### src/rtl/uart_ctrl_pkg.sv
// Shared types and constants for the UART transmit scheduler.
package uart_ctrl_pkg;

    typedef enum logic [1:0] {
        IDLE,
        LAUNCH,
        WAIT_DONE
    } state_e;

    localparam int TIMEOUT_CYC_DEF = 1023;

    function automatic int id_width(input int n);
        return (n > 1) ? $clog2(n) : 1;
    endfunction

endpackage

### src/rtl/rr_arbiter.sv
// Rotating-priority pick: first set request at or after ptr, wrapping.
module rr_arbiter #(
    parameter int NUM_REQ = 4,
    parameter int ID_W    = 2
) (
    input  logic [NUM_REQ-1:0] req,
    input  logic [ID_W-1:0]    ptr,
    output logic [NUM_REQ-1:0] grant,
    output logic [ID_W-1:0]    idx,
    output logic               valid
);

    int              j;
    logic [ID_W-1:0] jj;

    always_comb begin
        grant = '0;
        idx   = '0;
        valid = 1'b0;
        j     = 0;
        jj    = '0;
        for (int k = 0; k < NUM_REQ; k++) begin
            j = int'(ptr) + k;
            if (j >= NUM_REQ) j = j - NUM_REQ;
            jj = ID_W'(j);
            if (!valid && req[jj]) begin
                valid     = 1'b1;
                grant[jj] = 1'b1;
                idx       = jj;
            end
        end
    end

endmodule

### src/rtl/uart_tx_scheduler.sv
// Round-robin sharing of one UART transmitter among byte requesters,
// sequencing start/ready per byte and aborting stalled handshakes.
module uart_tx_scheduler
    import uart_ctrl_pkg::*;
#(
    parameter int NUM_REQ     = 4,
    parameter int DATA_W      = 8,
    parameter int TIMEOUT_CYC = TIMEOUT_CYC_DEF
) (
    input  logic                         clk,
    input  logic                         rst,
    input  logic                         en,
    input  logic [NUM_REQ-1:0]           req,
    input  logic [NUM_REQ*DATA_W-1:0]    req_data,
    output logic [NUM_REQ-1:0]           ack,
    output logic [DATA_W-1:0]            data_tx,
    output logic                         start,
    input  logic                         ready,
    output logic                         busy,
    output logic                         done,
    output logic [id_width(NUM_REQ)-1:0] done_id,
    output logic                         err,
    output logic [id_width(NUM_REQ)-1:0] err_id
);

    localparam int ID_W  = id_width(NUM_REQ);
    localparam int CNT_W = $clog2(TIMEOUT_CYC + 1);
    localparam logic [CNT_W-1:0] CNT_MAX = CNT_W'(TIMEOUT_CYC);
    localparam logic [ID_W-1:0]  LAST_ID = ID_W'(NUM_REQ - 1);

    state_e              state, state_n;
    logic [CNT_W-1:0]    cnt, cnt_n;
    logic [ID_W-1:0]     rr_ptr, rr_ptr_n;
    logic [ID_W-1:0]     owner, owner_n, owner_inc;
    logic [ID_W-1:0]     gnt_idx, done_id_n, err_id_n;
    logic [NUM_REQ-1:0]  gnt, ack_n;
    logic                gnt_valid, start_n, done_n, err_n;
    logic [DATA_W-1:0]   data_n;

    rr_arbiter #(
        .NUM_REQ(NUM_REQ),
        .ID_W   (ID_W)
    ) u_arb (
        .req  (req),
        .ptr  (rr_ptr),
        .grant(gnt),
        .idx  (gnt_idx),
        .valid(gnt_valid)
    );

    assign owner_inc = (owner == LAST_ID) ? '0 : owner + 1'b1;
    assign busy      = (state != IDLE);

    always_ff @(posedge clk) begin
        if (rst) begin
            state   <= IDLE;
            cnt     <= '0;
            rr_ptr  <= '0;
            owner   <= '0;
            ack     <= '0;
            data_tx <= '0;
            start   <= 1'b0;
            done    <= 1'b0;
            done_id <= '0;
            err     <= 1'b0;
            err_id  <= '0;
        end else begin
            state   <= state_n;
            cnt     <= cnt_n;
            rr_ptr  <= rr_ptr_n;
            owner   <= owner_n;
            ack     <= ack_n;
            data_tx <= data_n;
            start   <= start_n;
            done    <= done_n;
            done_id <= done_id_n;
            err     <= err_n;
            err_id  <= err_id_n;
        end
    end

    always_comb begin
        state_n   = state;
        cnt_n     = cnt;
        rr_ptr_n  = rr_ptr;
        owner_n   = owner;
        ack_n     = '0;
        data_n    = data_tx;
        start_n   = start;
        done_n    = 1'b0;
        done_id_n = done_id;
        err_n     = 1'b0;
        err_id_n  = err_id;
        unique case (state)
            IDLE: begin
                if (en && ready && gnt_valid) begin
                    ack_n   = gnt;
                    data_n  = req_data[gnt_idx*DATA_W +: DATA_W];
                    owner_n = gnt_idx;
                    start_n = 1'b1;
                    cnt_n   = '0;
                    state_n = LAUNCH;
                end
            end
            LAUNCH: begin
                // A falling ready wins over a timeout on the same cycle.
                if (!ready) begin
                    start_n = 1'b0;
                    cnt_n   = '0;
                    state_n = WAIT_DONE;
                end else if (cnt == CNT_MAX) begin
                    start_n  = 1'b0;
                    err_n    = 1'b1;
                    err_id_n = owner;
                    rr_ptr_n = owner_inc;
                    state_n  = IDLE;
                end else begin
                    cnt_n = cnt + 1'b1;
                end
            end
            WAIT_DONE: begin
                if (ready) begin
                    done_n    = 1'b1;
                    done_id_n = owner;
                    rr_ptr_n  = owner_inc;
                    state_n   = IDLE;
                end else if (cnt == CNT_MAX) begin
                    err_n    = 1'b1;
                    err_id_n = owner;
                    rr_ptr_n = owner_inc;
                    state_n  = IDLE;
                end else begin
                    cnt_n = cnt + 1'b1;
                end
            end
            default: state_n = IDLE;
        endcase
    end

endmodule

### config.mk
export PLATFORM = sky130hd
export DESIGN_NAME = uart_tx_scheduler
export DESIGN_NICKNAME = d
export VERILOG_FILES = /design/src/rtl/uart_ctrl_pkg.sv /design/src/rtl/rr_arbiter.sv /design/src/rtl/uart_tx_scheduler.sv
export SDC_FILE = /design/constraint.sdc
export NUM_CORES = 1
export LEC_CHECK = 0
export CORE_MARGIN = 5
export CORE_UTILIZATION = 45
export CTS_CLUSTER_SIZE = 10
export DETAILED_ROUTE_END_ITERATION = 10
export PLACE_DENSITY = 0.77
export SYNTH_ARGS = -nofsm -noshare
export SYNTH_HDL_FRONTEND = slang
export SYNTH_SLANG_ARGS = --single-unit
### constraint.sdc
create_clock -name clk -period 2.5 [get_ports clk]
set_input_delay 0.5 -clock clk [delete_from_list [all_inputs] [get_ports clk]]
set_output_delay 0.5 -clock clk [all_outputs]
set_load 0.01 [all_outputs]
Yosys cells after proc, flatten, opt, wreduce, memory -nomap -nowiden
Cells that the tools add are included.
{"block": "word_totals", "latch_bits": 0, "output_inout_bits": 20, "reg_bits": 35, "memories": 0, "rom_bits": 0, "ram_bits": 0}
{"block": "classes", "multipliers": 0, "n_reduce_logical": 25, "n_div": 0, "n_addsub": 9, "mux": 60, "n_eq_ne": 8, "bitwise": 6, "order_cmp": 12, "n_shift": 1}
{"cell": "two-way mux 10 bit", "count": 4}
{"cell": "two-way mux 2 bit", "count": 19}
{"cell": "indexed part select 32 x 6 -> 8 bit", "count": 1}
{"cell": "case mux 10 bit (3 select lines)", "count": 1}
{"cell": "two-way mux 1 bit", "count": 19}
{"cell": "two-way mux 4 bit", "count": 4}
{"cell": "< comparator 2 x 3 -> 1 bit (second input constant)", "count": 4}
{"cell": "bitwise OR 4 bit", "count": 3}
{"cell": "adder 10 x 1 -> 10 bit (second input constant)", "count": 1}
{"cell": "equality test 10 bit (second input constant)", "count": 1}
{"cell": ">= comparator 3 bit (second input constant)", "count": 3}
{"cell": "logical AND 1 bit", "count": 9}
{"cell": "AND reduction 3 bit", "count": 3}
{"cell": "binary-select mux 1 bit (select 2 bit)", "count": 4}
{"cell": "demux 1 bit (select 2 bit)", "count": 4}
{"cell": ">= comparator 2 x 1 -> 1 bit (second input constant)", "count": 4}
{"cell": "case mux 2 bit (2 select lines)", "count": 2}
{"cell": "subtractor 2 x 1 -> 2 bit (second input constant)", "count": 4}
{"cell": "adder 2 x 2 -> 3 bit (second input constant)", "count": 2}
{"cell": "!= test 2 bit (second input constant)", "count": 3}
{"cell": "case mux 2 bit (3 select lines)", "count": 1}
{"cell": "AND reduction 2 bit", "count": 3}
{"cell": "nonzero test 2 bit", "count": 3}
{"cell": "equality test 2 bit (second input constant)", "count": 2}
{"cell": "other kinds (12)", "count": 17}

Depth between registers and ports, before layout
Gate-level depths: netlist (run 1).
{"block": "depth", "depth_word": 17, "mapped_depth": 11, "ltp_nobuf": 8}

Hierarchy
A second synthesis (run 1) with hierarchy kept.
{"block": "hier_totals", "hier_cells": 247, "area_unflattened_um2": 2252.2}
{"mod": "uart_tx_scheduler", "instances": 1, "seq_area_each_um2": 700.7, "cells_each": 202, "area_each_um2": 1830.5}
{"mod": "rr_arbiter", "instances": 1, "seq_area_each_um2": 0.0, "cells_each": 45, "area_each_um2": 421.7}

Least setup slack after synthesis (run 1)
Ideal clock, no wire load.
{"block": "synth_timing", "path_kind": "flip-flop to flip-flop", "from": "register rr_ptr[0]", "to": "register data_tx[3]", "stages_incl_launch_ff": 12, "t_arrival_ns": 2.654, "path_slack_ns": -0.276, "path_cell_list": "dfxtp_1 -> clkbuf_8 -> inv_1 -> ha_1 -> clkbuf_1 -> mux2i_1 -> a211oi_1 -> o21a_1 -> buf_2 -> mux2_2 -> a22oi_1 -> o21ai_1"}
{"block": "synth_between", "elab_chain_cells": 16, "elab_cells_between_ends": 40, "classes_between": "7 x add/sub; 4 x order compare; 1 x shift; 20 x mux; 8 x reduce/logical"}
{"element": "start, declared", "line_no": "uart_tx_scheduler.sv:33", "source": "logic [ID_W-1:0] rr_ptr, rr_ptr_n;"}
{"element": "start signal, assigned", "line_no": "uart_tx_scheduler.sv:70", "source": "rr_ptr <= rr_ptr_n;"}
{"element": "parallel branches: the longest is 16 deep, another holds adder 2 x 1 -> 3 bit"}
{"element": "end signal, assigned", "line_no": "uart_tx_scheduler.sv:73", "source": "data_tx <= data_n;"}
{"element": "end, declared", "line_no": "uart_tx_scheduler.sv:16", "source": "output logic [DATA_W-1:0] data_tx,"}
Several ways; the timed one is not identified. The select of a mux whose other input is x is not followed.
A chain may end at the register's enable or synchronous reset.

Worst setup path in the final report (run 1)
{"block": "layout_timing", "from": "register rr_ptr[0]", "to": "register data_tx[2]"}
Same word-level chain as after synthesis.

==> results list, run 1 <==
- Remaining global-route overflow: 0
- The count of nets left with antenna violations once routing finished came out at 0.
- After layout, the minimum clock period comes to 2390 ps.
- The via count of the first global-routing pass was 2451.
- Router iterations before antenna repair: 4
- Averaged over all synthesized cells, the footprint is ~8.7 um2.
* Post-placement worst setup slack: -365 ps
- Pin count of the biggest net entering global routing: 19
* Crit path setup slack, layout: ~110 ps
- In this run the worst hold path is classified as reg2reg.
* Fraction of registers with async set or reset after synthesis: 0%
- The floorplan has 27 rows.
* Adder-cell share of the synthesized area: about 7%
- Period utilisation layout: a little over nine tenths
* Distinct cell type count of the synthesized netlist: between 50 and 60
* Count of final setup violators: 0
- The area growth from synthesis to layout is 41.9%.
- Clock network latency to the later pin of the worst-skew pair: 290 ps
* Commonest non-fill, non-tap cell in the layout: sky130_fd_sc_hd__clkdlybuf4s50_1
- Standby leakage power: ~1.4 nW
- Number of input and output port buffers inserted: 59
- Largest clock skew in the final design: 6.86 ps
- CP endpoint kind: flip-flop
- The number of antenna violations at the first check in global routing was 0.
- Routed vias: 2484
- Average vias per placed instance: 5.48
- In this run switching power makes up 28.5% of total power.
- In this run the cell area measured after placement is 3390 um2.
- Total power of the final layout: 1.36 mW
* Number of diodes added for antenna fixing: 0
- Achievable clock frequency: 418 MHz
- Post-layout instance count excluding filler cells: 453
- Post-Syn Area: 2480 um2
- Per-cell routed wire length: between 10 and 15 um
- Cell at the root of the clock tree: sky130_fd_sc_hd__clkbuf_8
- Sequential cell area fraction in the yosys report: 28.2%
- Share of cell area taken by muxes after synthesis: 14.1%
- Power spread over the standard cell area amounts to between 300 and 400 nW/um2.
- Die span in y: around 84 um
* EDFF count, synth: 0
- The Yosys step of the flow raised 0 warnings.
* Number of I/O pins: 60
* Worst Hold Slack: about 460 ps
- DRC violation total after the first TritonRoute iteration: 90
- Inst Count DP: 442
- Count of H-tree levels built during CTS: 2
- Of the total synthesized cell area, the portion taken by AND, OR, NAND and NOR gates is 20.1%.
* Critical path data arrival time: 2560 ps
- The first global-routing pass estimated 11300 um of wire.
- Wires add up to between 6000 and 7000 um.
- Maximum Capacitance Violations: 0
* Final standard cell area without fillers: 3520 um2
* Outcome: finished, final reports clean
- The synthesized netlist devotes between 20 and 25% of its cell area to compound gates.
- Maximum clock path buffer count: 2
- Worst Path Required: 2670 ps
- Clock tree synthesis inserted a total of 5 buffers.
* # DRC: 0
* Total half-perimeter wirelength after legalization and detailed placement: a little under 5000 um
- Share of power burned in the clock network: 31.2%
* Commonest cells after routing, fill and taps aside: sky130_fd_sc_hd__clkdlybuf4s50_1, sky130_fd_sc_hd__buf_4, sky130_fd_sc_hd__nor2_1
- The floorplan step defined a core boundary enclosing roughly 5400 um2.
- Combinational fraction of design power: between 20% and 30%
- Hold-fix buffers, CTS: 0
- Area of the die: approximately 7000 um2
- The post-route netlist has 23.1% of its cells at a drive strength greater than 1.
- By area, the combinational part of the netlist is dominated by compound AO/OA/AOI/OAI gates.
- DIE WIDTH: about 84 um
- Slew Viols, Final: 0
* Net count after synthesis: about 340
* CP startpoint kind: flip-flop
* Slew at the pin with the worst max-slew slack: 489 ps
- The internal power of the cells totals 0.972 mW.
- Number of clock sinks: 35
- After clock tree synthesis, the clock-pin slew on the worst setup and hold paths is 80 ps.
- Post-synth top flop: sky130_fd_sc_hd__dfxtp_1
* Worst vdd ir: 0.273 mV
- The worst setup path is of the reg2reg kind.
- The analysis attributes to net switching a power of 0.387 mW.
- Once the floorplan was initialized, standard cells occupied 45.7% of the core.
- Flop and latch count out of synthesis: 35
* TritonCTS clock tree: done
- The count of final hold-check violations is 0.
- After Yosys synthesis, XOR and XNOR cells account for 2.47% of the synthesized area.
- Setup repair after global routing left no endpoint under its margin.
- Final #Nets: 434
- In this run the worst path has a maximum fanout of 9.
- Routability-driven placement finished with a final weighted congestion of 0.880.
* Total track usage: 18.9%
* Worst slew margin: between 60% and 70%
- Sequential group share of total power: 43.1%
- Synthesis handed over a netlist of ~290 instances.
-- power by group through the flow --
stage                     Clock [mW]  Combinational, mW  Sequential (mW)
final                          0.424              0.350            0.585
after global routing           0.458              0.380            0.587
after CTS                      0.435              0.347            0.585
after detailed placement           0              0.345            0.598
after global placement             0              0.341            0.598
after floorplan                    0              0.174            0.601
-- metal layers --
layer,wire [um],track usage (%),vias to the layer above
met5,0,0,-
met1,2940,22.6,1154
met4,109,5.70,0
met3,475,5.99,11
li1,-,-,1238
met2,3120,32.2,81
-- sequential cells by signal, summed over array words and instances (netlist names) --
name	count
owner	2
done_id	2
start	1
rr_ptr	2
err_id	2
ack	4
data_tx	8
done	1
err	1
cnt	10
state	2
-- final cells by class --
type,instances,area (um2)
Multi-Input combinational cell,221,1630
Fill cell,441,1910
Inverter,9,37.5
Tap cell,72,90.1
Clock buffer,5,68.8
Clock inverter,3,23.8
Sequential cell,35,704
Timing Repair Buffer,108,970
-- per-stage QoR --
stage | utilization [%] | setup TNS [ps]
6_report | 64.8 | 0
5_1_grt | 64.8 | 0
4_1_cts | 64.2 | 0
3_5_place_dp | 62.4 | -3240
3_3_place_gp | 62.4 | -2560
2_1_floorplan | - | -17.6
-- path summary, 6_finish.rpt --
path,slack [ps],to,cells past startpoint,start
max,110,data_tx[2],10,rr_ptr[0]
min,460,done_id[0],2,done_id[0]
max reg2reg,110,data_tx[2],10,rr_ptr[0]
min reg2reg,460,done_id[0],2,done_id[0]
-- synthesized netlist by cell type, types with 4 or more instances --
cell type / count / area [um2]
sky130_fd_sc_hd__a22oi_1: 7 / 52.6
sky130_fd_sc_hd__xor2_1: 6 / 52.6
sky130_fd_sc_hd__mux2_2: 8 / 90.1
sky130_fd_sc_hd__nor3_1: 5 / 25.0
sky130_fd_sc_hd__nand2_1: 23 / 86.3
sky130_fd_sc_hd__nand3_1: 9 / 45.0
sky130_fd_sc_hd__o211ai_1: 6 / 45.0
sky130_fd_sc_hd__o21ai_0: 6 / 30.0
sky130_fd_sc_hd__nor2_1: 36 / 135
sky130_fd_sc_hd__a21oi_1: 17 / 85.1
sky130_fd_sc_hd__a221oi_1: 4 / 35.0
sky130_fd_sc_hd__inv_1: 9 / 33.8
sky130_fd_sc_hd__mux4_2: 4 / 90.1
sky130_fd_sc_hd__mux2i_1: 17 / 170
sky130_fd_sc_hd__dfxtp_1: 35 / 701
sky130_fd_sc_hd__nand4_1: 6 / 37.5
sky130_fd_sc_hd__ha_1: 14 / 175
sky130_fd_sc_hd__clkbuf_1: 11 / 41.3
-- worst max-delay path, stage by stage (launching register included) --
cell                         delay (ps)
sky130_fd_sc_hd__dfxtp_4            390
sky130_fd_sc_hd__clkinvlp_4         110
sky130_fd_sc_hd__ha_4               330
sky130_fd_sc_hd__mux4_2             340
sky130_fd_sc_hd__buf_4              170
sky130_fd_sc_hd__nor2b_4            150
sky130_fd_sc_hd__nor2_2              50
sky130_fd_sc_hd__buf_4              160
sky130_fd_sc_hd__mux2_2             260
sky130_fd_sc_hd__o211ai_1           200
sky130_fd_sc_hd__o211ai_1           110
-- logic make-up (layout without fill, tap and decap cells) --
family | count (synthesis) | after routing
adder cells (fa/ha/maj) | 14 | 14
AND/OR/NAND/NOR | 101 | 101
XOR/XNOR | 7 | 7
flip-flops | 35 | 35
buffers and inverters | 31 | 125
multiplexers | 29 | 29
AO/OA/AOI/OAI | 70 | 70
-- repair_timing --
item / CTS / global route
resized for setup: 6 / 0
hold endpoints to repair: 0 / 0
pin swaps: 1 / 1
setup buffers: 0 / 3
setup endpoints to repair: 8 / 6
Power figures use the tool's default switching activity.
==> run 2, diff against run 1 <==
--- a/config.mk
+++ b/config.mk
@@ -9,6 +9,7 @@
 export CORE_UTILIZATION = 45
 export CTS_CLUSTER_SIZE = 10
 export DETAILED_ROUTE_END_ITERATION = 10
+export HOLD_SLACK_MARGIN = 0.15
 export PLACE_DENSITY = 0.77
 export SYNTH_ARGS = -nofsm -noshare
 export SYNTH_HDL_FRONTEND = slang
==> constraint.sdc (replaced) <==
create_clock -name clk -period 2.1 [get_ports clk]
set_input_delay 0.42 -clock clk [delete_from_list [all_inputs] [get_ports clk]]
set_output_delay 0.42 -clock clk [all_outputs]
set_load 0.01 [all_outputs]
==> run 2 against run 1 <==
Effect of this change:
- the run now ends with setup timing left
- first-iteration DRC count up 47%
- combinational power up 25%
- sequential power up 19%
- utilization up 2.3 points
- register-to-register slack worse by 390 ps
- sequential cell count unchanged
- design area up 3.5%
- largest cell class unchanged
- critical path type unchanged
- clock power up 19%
- non-clock buffer count up 5
- largest power group unchanged
==> results list, run 2 (synthesis gave the netlist of run 1 again) <==
- The count of buffers from port buffering was 59 (unchanged).
- Outcome: complete, but fails checks
- Worst Path Required: 2280 ps (-390 ps)
* Commonest cells after routing, fill and taps aside: sky130_fd_sc_hd__clkdlybuf4s50_1, sky130_fd_sc_hd__buf_4, sky130_fd_sc_hd__nor2_1
- Number of global-route vias before repair: 2424 (-1.1%)
- The maximum net fanout on the critical path is 6 (-3).
* Average vias per placed instance: 5.48 (about the same)
* Fraction of final layout cells sized beyond drive strength 1: 27.5% (+4.4 points)
- The critical path data arrival time is 2560 ps (about the same).
* Number of flip-flops under the largest register name: 10 (unchanged)
- The routed wirelength normalized by instance count came to 14.9 um (+1.3%).
- Clock network latency to the later pin of the worst-skew pair: 290 ps (about the same)
- Initial antenna violation count: 0 (unchanged)
- The reported max-cap violation count is 0 (unchanged).
- The number of rows in the core area was 27 (unchanged).
* Standby leakage power: 1.41 nW (+3.4%)
* Maximum clock path buffer count: 2 (unchanged)
- The worst ir drop on vdd was 0.376 mV (+38%).
- The path with the worst hold slack has its endpoint at done_id[0].
* Worst slew margin: 77.5% (+11 points)
* # DRC: 0 (unchanged)
- Count of H-tree levels built during CTS: 2 (unchanged)
- Count of final setup violators: 9 (+9)
- The post-place instance area is 3450 um2 (+1.6%).
- The number of cell instances on the worst register-to-register path is 8 (-2).
* Clock Pin Slew Worst Setup and Hold Paths: 80 ps (about the same)
- Power per cell area: 449 nW/um2 (+17%)
- Critical path class: reg2reg
- Slew Viols, Final: 0 (unchanged)
- Final Routed Wirelength: 6800 um (+2.4%)
- Slew at the pin with the worst max-slew slack: 332 ps (-156 ps)
* Final core occ: 67.1% (+2.3 points)
- Worst Hold Slack: 460 ps (-0.0130 ps)
- Number of diodes added for antenna fixing: 0 (unchanged)
- Cell at the root of the clock tree: sky130_fd_sc_hd__clkbuf_8
- The area of the core is 5440 um2 (unchanged).
* Count of final hold-check violations: 0 (unchanged)
* R2R Path End: data_tx[1]
- Registers with the most flip-flops: cnt (10), data_tx (8), ack (4)
- Final weighted congestion of routability-driven global placement: 0.819 (-7.0%)
- Count of nets left with antenna violations after detail routing: 0 (unchanged)
- DRC violation total after the first TritonRoute iteration: 132 (+47%)
* CP startpoint kind: flip-flop
- The final reports fail on setup timing.
- The chip height came to 84.3 um (unchanged).
- The maximum achievable frequency was 420 MHz (+0.59%).
* Final setup TNS: -2270 ps (-2270 ps)
- The final net count was 439 (+1.2%).
- First-pass GRT wire length: 11400 um (+1.4%)
- The HPWL after detailed placement was 5330 um (+7.4%).
- The area of the die came to 7100 um2 (unchanged).
- Number of I/O pins: 60 (unchanged)
* FILL cells: 419 (-5.0%)
* Unrepaired setup endpoints after global routing: true
* Effective utilization at floorplan: 45.7% (unchanged)
* Worst R2R Setup Slack: -280 ps (-390 ps)
- The residual overflow from global routing came to 0 (unchanged).
- The number of detailed-routing iterations run before antenna repair came to 4 (unchanged).
* Period utilisation layout: 113% (+18 points)
* Synth-to-Final Area Change: 47.0%
* Beginning of the worst register-to-register path: rr_ptr[0]
- Largest register by flop count: cnt
- The number of instances on the worst hold path was 2 (unchanged).
- Startpoint of the tightest hold check path: done_id[0]
- The clock sink count came to 35 (unchanged).
- Largest clock skew in the final design: 5.98 ps (-0.876 ps)
* Pin count of the biggest net entering global routing: 16 (-3)
* Hold Path Class: reg2reg
- TritonCTS built the clock tree.
* Hold-fix buffers, CTS: 0 (unchanged)
- The clock period minus final worst setup slack was 2380 ps (-14.0 ps).
- The final worst-path setup slack was -280 ps (-386 ps).
- Number of clock buffers inserted by TritonCTS: 5 (unchanged)
- Routed vias: 2509 (+1.0%)
- The area of all placed cells without fillers came to 3650 um2 (+3.5%).
* DIE WIDTH: 84.3 um (unchanged)
- STA classifies the critical path endpoint as a flip-flop.
* Commonest non-fill, non-tap cell in the layout: sky130_fd_sc_hd__clkdlybuf4s50_1
* Total track usage: 19.1% (+0.27 points)
## run 2: cell types whose count changed in the layout (fill, tap and decap cells not counted), sizes merged
| cell | previous run | this run |
|---|---|---|
| buf | 49 | 54 |
## run 2: metal layers
metal | routed length [um] | vias to the layer above | part of all wire [%] | track usage, %
met2 | 3260 | 78 | 48 | 32.5
met1 | 3090 | 1183 | 45 | 24.1
met4 | 64 | 0 | 0.94 | 4.97
met5 | 0 | - | 0 | 0
li1 | - | 1242 | - | -
met3 | 393 | 6 | 5.8 | 4.91
## run 2: critical path, cell delays in order, from the launching register on
cell and delay (ps):
sky130_fd_sc_hd__dfxtp_4 400, sky130_fd_sc_hd__clkinvlp_4 110, sky130_fd_sc_hd__ha_4 230, sky130_fd_sc_hd__or3b_1 360, sky130_fd_sc_hd__a2111o_1 390, sky130_fd_sc_hd__and3_4 180
sky130_fd_sc_hd__a21oi_4 260, sky130_fd_sc_hd__nor3_2 70, sky130_fd_sc_hd__a211o_1 260
## run 2: worst max-delay path by stage
| stage | slack (ps) | from | to | cells after the start |
|---|---|---|---|---|
| 2_1_floorplan | -400 | rr_ptr[0] | data_tx[2] | 10 |
| 3_3_place_gp | -620 | req[2] | data_tx[1] | 7 |
| 3_5_place_dp | -740 | req[2] | data_tx[7] | 8 |
| 4_1_cts | -270 | rr_ptr[0] | data_tx[1] | 7 |
| 5_1_grt | -350 | rr_ptr[0] | data_tx[5] | 9 |
| 6_report | -280 | rr_ptr[0] | data_tx[1] | 8 |
## run 2: timing repair
action	CTS	global route
setup buffers	3	1
resized for setup	11	13
endpoints found under the setup margin	23	23
pin swaps	7	5
## run 2: per-stage QoR
| stage | setup slack, ps | instances | power [mW] |
|---|---|---|---|
| floorplan | -403 | 287 | 0.924 |
| global placement | -623 | 446 | 1.12 |
| detailed placement | -738 | 446 | 1.13 |
| CTS | -266 | 457 | 1.64 |
| global route | -349 | 458 | 1.73 |
| finish | -280 | 458 | 1.64 |
## run 2: layout make-up
class | instances | area, um2 | share of cell area [%]
clock inverter | 3 | 23.8 | 0.651
sequential | 35 | 708 | 19.4
clock buffer | 5 | 68.8 | 1.89
timing repair buffer | 113 | 1030 | 28.4
tap | 72 | 90.1 | 2.47
multi-input combinational | 221 | 1690 | 46.2
inverter | 9 | 37.5 | 1.03
## run 2: report_power, final
group | internal, mW | switching [mW] | leakage [nW] | total [mW]
logic | 0.251 | 0.187 | 1.08 | 0.439
clock network | 0.237 | 0.268 | 0.0408 | 0.505
registers | 0.682 | 0.0125 | 0.286 | 0.695
==> RTL edit (settings of run 2) <==
Encoding of `state_e`: now one-hot (3 bits for 3 states).
--- a/src/rtl/uart_ctrl_pkg.sv
+++ b/src/rtl/uart_ctrl_pkg.sv
@@ -3,6 +3,6 @@
 
-    typedef enum logic [1:0] {
-        IDLE,
-        LAUNCH,
-        WAIT_DONE
+    typedef enum logic [2:0] {
+        IDLE      = 3'b001,
+        LAUNCH    = 3'b010,
+        WAIT_DONE = 3'b100
     } state_e;
Behaviour: no difference found for any inputs over 10 cycles, from zero or initial values and one cycle with rst high; not proved beyond that.
==> RTL edit against run 2 <==
- the run still ends with negative setup slack left
- global-route usage about the same
- synthesized area down 14%
- setup slack improved by 0.25 ns
- sequential cell count increased by 1
- routed wire length shrank 13%
- final cell count down 17%
- final area shrank 11%
- power decreased by 8.8%
==> RTL edit: results (changes against run 2) <==
GR Util All Layers 0.192 (was 0.191); WL/cell 15.6 microns (was 14.9 microns); worst slack at placement -0.451 ns (was -0.738 ns); cell area after placement 2980 sq um (was 3450 sq um); syn_nets 284 (was 341); Fillers 381 (was 419); Final HPWL DP 4080 microns (was 5330 microns); Via density 5.52 (was 5.48); outcome complete, but fails checks (unchanged); switch share 0.254 (was 0.286); clk tree area frac 0.0239 (was 0.0254); Peak VDD IR 0.000510 V (was 0.000376 V); final setup vio count 4 (was 9); Plain + repair buffers 99 (was 113); top cells by count, synth 37 x nor2_1, 36 x dfxtp_1, 24 x mux2i_1 (was 36 x nor2_1, 35 x dfxtp_1, 23 x nand2_1); number of global-route vias before repair 2090 (was 2424); Nets 376 (was 439); multi-input combinational area share 0.432 (was 0.462); sequential fraction of total cell area 0.224 (was 0.194); Inverters 3 (was 9); Area contributors post-synth dfxtp_1 34%, mux2i_1 11%, nor2_1 6.5% (was dfxtp_1 28%, ha_1 7.1%, mux2i_1 6.9%); # clk buffers 6 (was 5); Synth Register Bits 36 (was 35); Final non-clock buffer share 0.294 (was 0.284); gp weighted congestion 0.816 (was 0.819); failing checks negative setup slack (unchanged); first-pass GRT wire length 9650 microns (was 11400 microns); leakage 0.00137 uW (was 0.00141 uW); fin worst setup slack -0.0315 ns (was -0.280 ns); CP max stage cell mux2_2 (was dfxtp_4); hold slack final 0.466 ns (was 0.460 ns); delay of the slowest critical-path stage 0.37 ns (was 0.40 ns); Rel. slew slack 0.761 (was 0.775); crit path max fanout 9 (was 6)
[RTL edit: per-stage QoR]
step	total power, uW	setup TNS, ns	instances	utilization
after global placement	1000	-6.06	363	0.638
after detailed placement	1010	-7.26	363	0.638
after global routing	1570	-0.897	380	0.696
final	1500	-0.0608	380	0.696
after floorplan	856	-1.47	234	-
after CTS	1480	-0.0326	377	0.672
[RTL edit: power groups by stage]
stage / Combinational, uW / Sequential, uW / Clock [uW]
2_1_floorplan: 125 / 731 / 0
3_3_place_gp: 275 / 729 / 0
3_5_place_dp: 280 / 730 / 0
4_1_cts: 293 / 713 / 476
5_1_grt: 342 / 716 / 513
6_report: 319 / 714 / 462
[RTL edit: kinds of logic after synthesis]
family          Yosys count  share of synthesized area
xor+xnor                  7                     0.0289
fa+ha+maj                10                     0.0589
mux                      27                      0.140
compound gates           41                      0.143
buf+inv                  17                     0.0477
flops                    36                      0.339
simple gates             96                      0.243
[RTL edit: timing repair]
item                                    CTS  global route
cloned                                    1             0
buffers inserted                          6             3
hold buffers                              0             0
resized for setup                         7            20
endpoints found under the setup margin   12            17
pin swaps                                 4             6
[RTL edit: path summary, 6_finish.rpt]
kind / from / endpoint
worst max-delay path: rr_ptr[1] / data_tx[6]
worst max register to register: rr_ptr[1] / data_tx[6]
worst min-delay path: start / start
worst min register to register: start / start
[RTL edit: metal layers]
| metal | wire length [microns] | vias up | global-route usage |
|---|---|---|---|
| met2 | 2890 | 56 | 0.322 |
| li1 | - | 1047 | - |
| met3 | 282 | 4 | 0.0442 |
| met1 | 2710 | 990 | 0.245 |
| met4 | 45 | 0 | 0.0542 |
| met5 | 0 | - | 0 |
